### config.mk
export PLATFORM = sky130hd
export DESIGN_NAME = bin2bcd_seq
export DESIGN_NICKNAME = d
export VERILOG_FILES = /design/src/rtl/calc_pkg.sv /design/src/rtl/bcd_add3.sv /design/src/rtl/bin2bcd_seq.sv
export SDC_FILE = /design/constraint.sdc
export NUM_CORES = 1
export LEC_CHECK = 0
export ABC_AREA = 1
export BUFFER_PORTS_ARGS = -buffer_cell sky130_fd_sc_hd__buf_4
export CORE_MARGIN = 2
export CORE_UTILIZATION = 42
export DETAILED_ROUTE_END_ITERATION = 16
export GPL_TIMING_DRIVEN = 0
export REMOVE_ABC_BUFFERS = 1
export SYNTH_ARGS = -nofsm -noshare
export SYNTH_HDL_FRONTEND = slang
export SYNTH_SLANG_ARGS = --single-unit
### constraint.sdc
create_clock -name clk -period 1.4 [get_ports clk]
set_clock_uncertainty 0.1 [all_clocks]
set_input_delay 0 -clock clk [delete_from_list [all_inputs] [get_ports clk]]
set_output_delay 0 -clock clk [all_outputs]
set_load 0.02 [all_outputs]
### src/rtl/calc_pkg.sv
// Shared definitions for the calculator result path: FSM encoding, default
// operand/digit widths and the largest value representable in N_DIG BCD digits.
package calc_pkg;

    localparam int N_BIN_DEF = 17;
    localparam int N_DIG_DEF = 5;

    typedef enum logic [1:0] {
        ST_IDLE  = 2'd0,
        ST_SHIFT = 2'd1,
        ST_DONE  = 2'd2
    } state_t;

    // 10^n_dig - 1; values above this saturate the display to all nines.
    function automatic logic [63:0] bcd_limit(input int n_dig);
        logic [63:0] v;
        v = 64'd1;
        for (int i = 0; i < n_dig; i++) begin
            v = v * 64'd10;
        end
        return v - 64'd1;
    endfunction

    localparam logic [63:0] BCD_LIMIT_DEF = bcd_limit(N_DIG_DEF);

endpackage

### src/rtl/bcd_add3.sv
// Double-dabble digit correction: a BCD digit of 5 or more gets +3 so that the
// following left shift carries correctly into the next decimal digit.
module bcd_add3 (
    input  logic [3:0] d,
    output logic [3:0] y
);

    assign y = (d >= 4'd5) ? (d + 4'd3) : d;

endmodule

### src/rtl/bin2bcd_seq.sv
// Sequential binary-to-BCD converter (shift-and-add-3), one bit per cycle,
// with saturation to all nines when the operand exceeds the digit range.
module bin2bcd_seq
    import calc_pkg::*;
#(
    parameter int N_BIN = N_BIN_DEF,
    parameter int N_DIG = N_DIG_DEF
) (
    input  logic               clk,
    input  logic               rst,
    input  logic               start,
    input  logic [N_BIN-1:0]   bin,
    input  logic               neg_in,
    output logic [4*N_DIG-1:0] q,
    output logic               neg,
    output logic               ovf,
    output logic               busy,
    output logic               done
);

    localparam int BCD_W = 4 * N_DIG;
    localparam int CNT_W = $clog2(N_BIN + 1);
    localparam logic [63:0] LIMIT = bcd_limit(N_DIG);
    localparam logic [BCD_W-1:0] ALL_NINES = {N_DIG{4'h9}};

    state_t             state_q, state_d;
    logic [CNT_W-1:0]   cnt_q, cnt_d;
    logic [N_BIN-1:0]   sr_q, sr_d;
    logic [BCD_W-1:0]   bcd_q, bcd_d;
    logic               ovf_flag_q, ovf_flag_d;
    logic               neg_flag_q, neg_flag_d;
    logic [BCD_W-1:0]   q_q, q_d;
    logic               neg_q, neg_d;
    logic               ovf_q, ovf_d;
    logic               busy_q, busy_d;
    logic               done_q, done_d;

    logic [BCD_W-1:0]       bcd_adj;
    logic [BCD_W+N_BIN-1:0] shifted;

    for (genvar i = 0; i < N_DIG; i++) begin : g_add3
        bcd_add3 u_add3 (
            .d (bcd_q[4*i +: 4]),
            .y (bcd_adj[4*i +: 4])
        );
    end

    assign shifted = {bcd_adj, sr_q} << 1;

    always_comb begin
        state_d    = state_q;
        cnt_d      = cnt_q;
        sr_d       = sr_q;
        bcd_d      = bcd_q;
        ovf_flag_d = ovf_flag_q;
        neg_flag_d = neg_flag_q;
        q_d        = q_q;
        neg_d      = neg_q;
        ovf_d      = ovf_q;
        done_d     = 1'b0;

        unique case (state_q)
            ST_IDLE: begin
                if (start) begin
                    state_d    = ST_SHIFT;
                    cnt_d      = CNT_W'(N_BIN);
                    sr_d       = bin;
                    bcd_d      = '0;
                    neg_flag_d = neg_in;
                    ovf_flag_d = (64'(bin) > LIMIT);
                end
            end
            ST_SHIFT: begin
                bcd_d = shifted[BCD_W+N_BIN-1 -: BCD_W];
                sr_d  = shifted[N_BIN-1:0];
                cnt_d = cnt_q - CNT_W'(1);
                // Results are published from the final shift so the visible
                // outputs only ever change on the edge that enters DONE.
                if (cnt_q == CNT_W'(1)) begin
                    state_d = ST_DONE;
                    q_d     = ovf_flag_q ? ALL_NINES : shifted[BCD_W+N_BIN-1 -: BCD_W];
                    neg_d   = neg_flag_q;
                    ovf_d   = ovf_flag_q;
                    done_d  = 1'b1;
                end
            end
            ST_DONE: begin
                state_d = ST_IDLE;
            end
            default: begin
                state_d = ST_IDLE;
            end
        endcase

        busy_d = (state_d != ST_IDLE);
    end

    always_ff @(posedge clk) begin
        if (!rst) begin
            state_q    <= ST_IDLE;
            cnt_q      <= '0;
            sr_q       <= '0;
            bcd_q      <= '0;
            ovf_flag_q <= 1'b0;
            neg_flag_q <= 1'b0;
            q_q        <= '0;
            neg_q      <= 1'b0;
            ovf_q      <= 1'b0;
            busy_q     <= 1'b0;
            done_q     <= 1'b0;
        end else begin
            state_q    <= state_d;
            cnt_q      <= cnt_d;
            sr_q       <= sr_d;
            bcd_q      <= bcd_d;
            ovf_flag_q <= ovf_flag_d;
            neg_flag_q <= neg_flag_d;
            q_q        <= q_d;
            neg_q      <= neg_d;
            ovf_q      <= ovf_d;
            busy_q     <= busy_d;
            done_q     <= done_d;
        end
    end

    assign q    = q_q;
    assign neg  = neg_q;
    assign ovf  = ovf_q;
    assign busy = busy_q;
    assign done = done_q;

endmodule

==> qor.yml <==
global_route:
  grt_pass1_vias: 3218
  grtUsageTotal_pct: 22.3
  grt_antenna_before_repair: 0
  grt.overflow.total: 0
  grt_pass1_wl_um: 14900
  grt_max_degree: 51
worst_setup_path:
  cp.buffers_inverters: 3
  slowest_delay_ns: 0.32
  end_kind: "flip-flop"
  worstPathCellList: "inv_2, ha_4, nor3b_4, buf_4, buf_6, nand2_4, nand2_1, a21oi_1"
  r2r_slack_ns: -0.17
  crit_arrival_ns: 1.66
  worst_r2r_path_depth: 8
  criticalPathCategory: "flip-flop to flip-flop"
  crit_family: "simple AND/OR/NAND/NOR gates"
  timing.rr.start: "cnt_q[1]"
  crit_required_ns: 1.49
  cpMaxStageDelayCell: "dfxtp_2"
  crit_path_start_kind: "flip-flop"
  path_max_fanout: 5
  r2r-end: "q[5]"
worst_hold_path:
  hold-path-cell-count: 6
  holdCritStartpoint: "start"
  min_to: "sr_q[0]"
  hold_class: "input pin to flip-flop"
cells_and_area:
  fin_nets: 617
  antenna_cells: 0
  layout_common_cells: "146 x nand2_1, 65 x buf_4, 56 x dfxtp_1"
  drive_gt1_share_pct: 37.9
  n_fill_cell: 656
  layout_commonest_cell: "nand2_1"
  synthToLayoutAreaGrowth_pct: 53.6
clock_tree:
  clock_latency_ns: 0.35
  cts_buffer_depth: 2
  clkSlewWorstSetupHoldPaths_ns: 0.08
  cts_tree: "built"
  htree_num_levels: 3
  cts_sinks: 70
  root_buffer: "clkbuf_8"
  cts_buffers: 9
sta:
  worst_pin_slew_ns: 1.00
  fmax_mhz: 636
  slew_headroom_pct: 33.3
  fin_ws_ns: -0.171
  period_minus_slack_ns: 1.57
  rsz0062_at_grt: "true"
  hold_viol_final: 0
  min_period_over_period_pct: 112
  fin_tns_setup_ns: -3.38
  setup_viol: 32
  slew_violations: 0
  holdWs_ns: 0.0870
floorplanning:
  io_pins: 45
  die_y_um: 92.8
  core_sq_um: 7690
  die-area_sq_um: 8610
  row_count: 32
  initial_core_util_pct: 43.1
  die_x_um: 92.8
logic_synthesis:
  syn_area_sq_um: 3310
  synth_seq_cells: 70
  yosysWarnings: 0
  synth.avg_cell_area_sq_um: 6.85
  synth.distinct_cells: 22
  yosysSeqAreaShare_pct: 42.3
  netlist_instances: 483
route:
  vias: 3519
  drtIter0Drc: 235
  drc: 0
  viasPerCell: 5.09
  avgRoutedWirePerCell_um: 14.4
  routed_wirelength_um: 9940
  drtAntennaViolNets: 0
  first_pass_iters: 5
placed_design:
  gp_congestion: 0.851
  dpl.hpwl_um: 4710
  port_buffers: 44
run_status:
  violations: "setup timing"
  outcome: "finished with violations"
pwr:
  power_density_nw_per_um2: 1010
  leakagePower_nw: 2.33
  ir_drop_mv: 0.741
job:
  max_cap_viol_count: 0
-- area by class of cell --
cell class              count  area, sq um  area share [%]
well taps                 102          128            2.51
multi-input cells         344         2050            40.2
flip-flops and latches     70         1430            28.0
clock inverters             5         81.3            1.60
inverters                  54          220            4.33
clock buffers              11          151            2.98
repair buffers            105         1030            20.3
-- cells in the mapped netlist --
library cell    n  area (sq um)
clkbuf_1       13          48.8
nor3_1          4          20.0
o21ai_0         8          40.0
mux2i_1         2          20.0
buf_2           6          30.0
nand2_4         1          11.3
nand3_1        27           135
nor2_1         18          67.6
nand4_1        12          75.1
a21oi_1        46           230
a31oi_1        10          62.6
nand2_2         2          12.5
ha_1           12           150
nand2_1       191           717
nor2_8          1          20.0
dfxtp_1        70          1400
inv_1          54           203
nor3b_4         1          18.8
a21oi_2         2          17.5
buf_6           1          11.3
nor2_4          1          11.3
nand3b_1        1          7.51
-- worst min-delay path, stage by stage --
cell and delay (ns):
buf_4 0.12, nand2_4 0.07, buf_4 0.12, nor2_4 0.07
nand2_1 0.06, a21oi_1 0.05
-- routing by layer --
layer  global-route usage (%)  up-vias  wire (um)
met5                        0        -          0
met4                     9.07        0        274
met3                     3.91       23        404
met2                     38.9       88       5140
met1                     26.9     1661       4120
li1                         -     1747          -
-- stage by stage --
step | cells | power [mW] | worst slack (ns) | cell area (sq um) | utilization [%]
finish | 691 | 5.14 | -0.171 | 5090 | 66.2
global route | 691 | 5.34 | -0.221 | 5090 | 66.2
CTS | 676 | 4.98 | -0.153 | 4620 | 60.1
detailed placement | 610 | 2.77 | -0.697 | 3720 | 48.4
global placement | 609 | 2.73 | -3.84 | 3680 | 47.9
floorplan | 463 | 2.52 | -1.73 | 3220 | -
-- what timing repair did --
action	in CTS	in global routing
resized for setup	43	112
endpoints found under the setup margin	70	64
pin swaps	14	18
buffers inserted	25	16
gates cloned	6	1
hold buffers	19	0
hold endpoints to repair	31	0
-- state kept, by name, indices dropped and copies added (netlist names) --
register,cells
busy,1
neg,1
neg_flag_q,1
q,20
sr_q,17
cnt_q,5
done,1
ovf,1
bcd_q,20
state_q,2
ovf_flag_q,1
-- where the power goes --
group          switching, mW  total, mW  internal (mW)
clock                  0.798       1.90           1.10
sequential            0.0712       2.15           2.08
combinational          0.571       1.09          0.520
total                   1.44       5.14           3.70
-- cell families after synthesis --
| logic type | count (synthesis) | share of synthesized area [%] |
|---|---|---|
| fa+ha+maj | 12 | 4.54 |
| flops | 70 | 42.3 |
| simple gates | 259 | 33.1 |
| mux | 2 | 0.605 |
| compound gates | 66 | 10.6 |
| buf+inv | 74 | 8.84 |
-- worst max-delay path by stage --
stage | startpoint | to | slack [ns] | cells past startpoint
after floorplan | state_q[0] | cnt_q[1] | -1.73 | 7
after global placement | state_q[0] | cnt_q[1] | -3.84 | 7
after detailed placement | state_q[1] | cnt_q[1] | -0.70 | 8
after CTS | cnt_q[1] | q[14] | -0.15 | 8
after global routing | cnt_q[1] | q[5] | -0.22 | 8
final | cnt_q[1] | q[5] | -0.17 | 8
(Power assumes the default switching activity.)
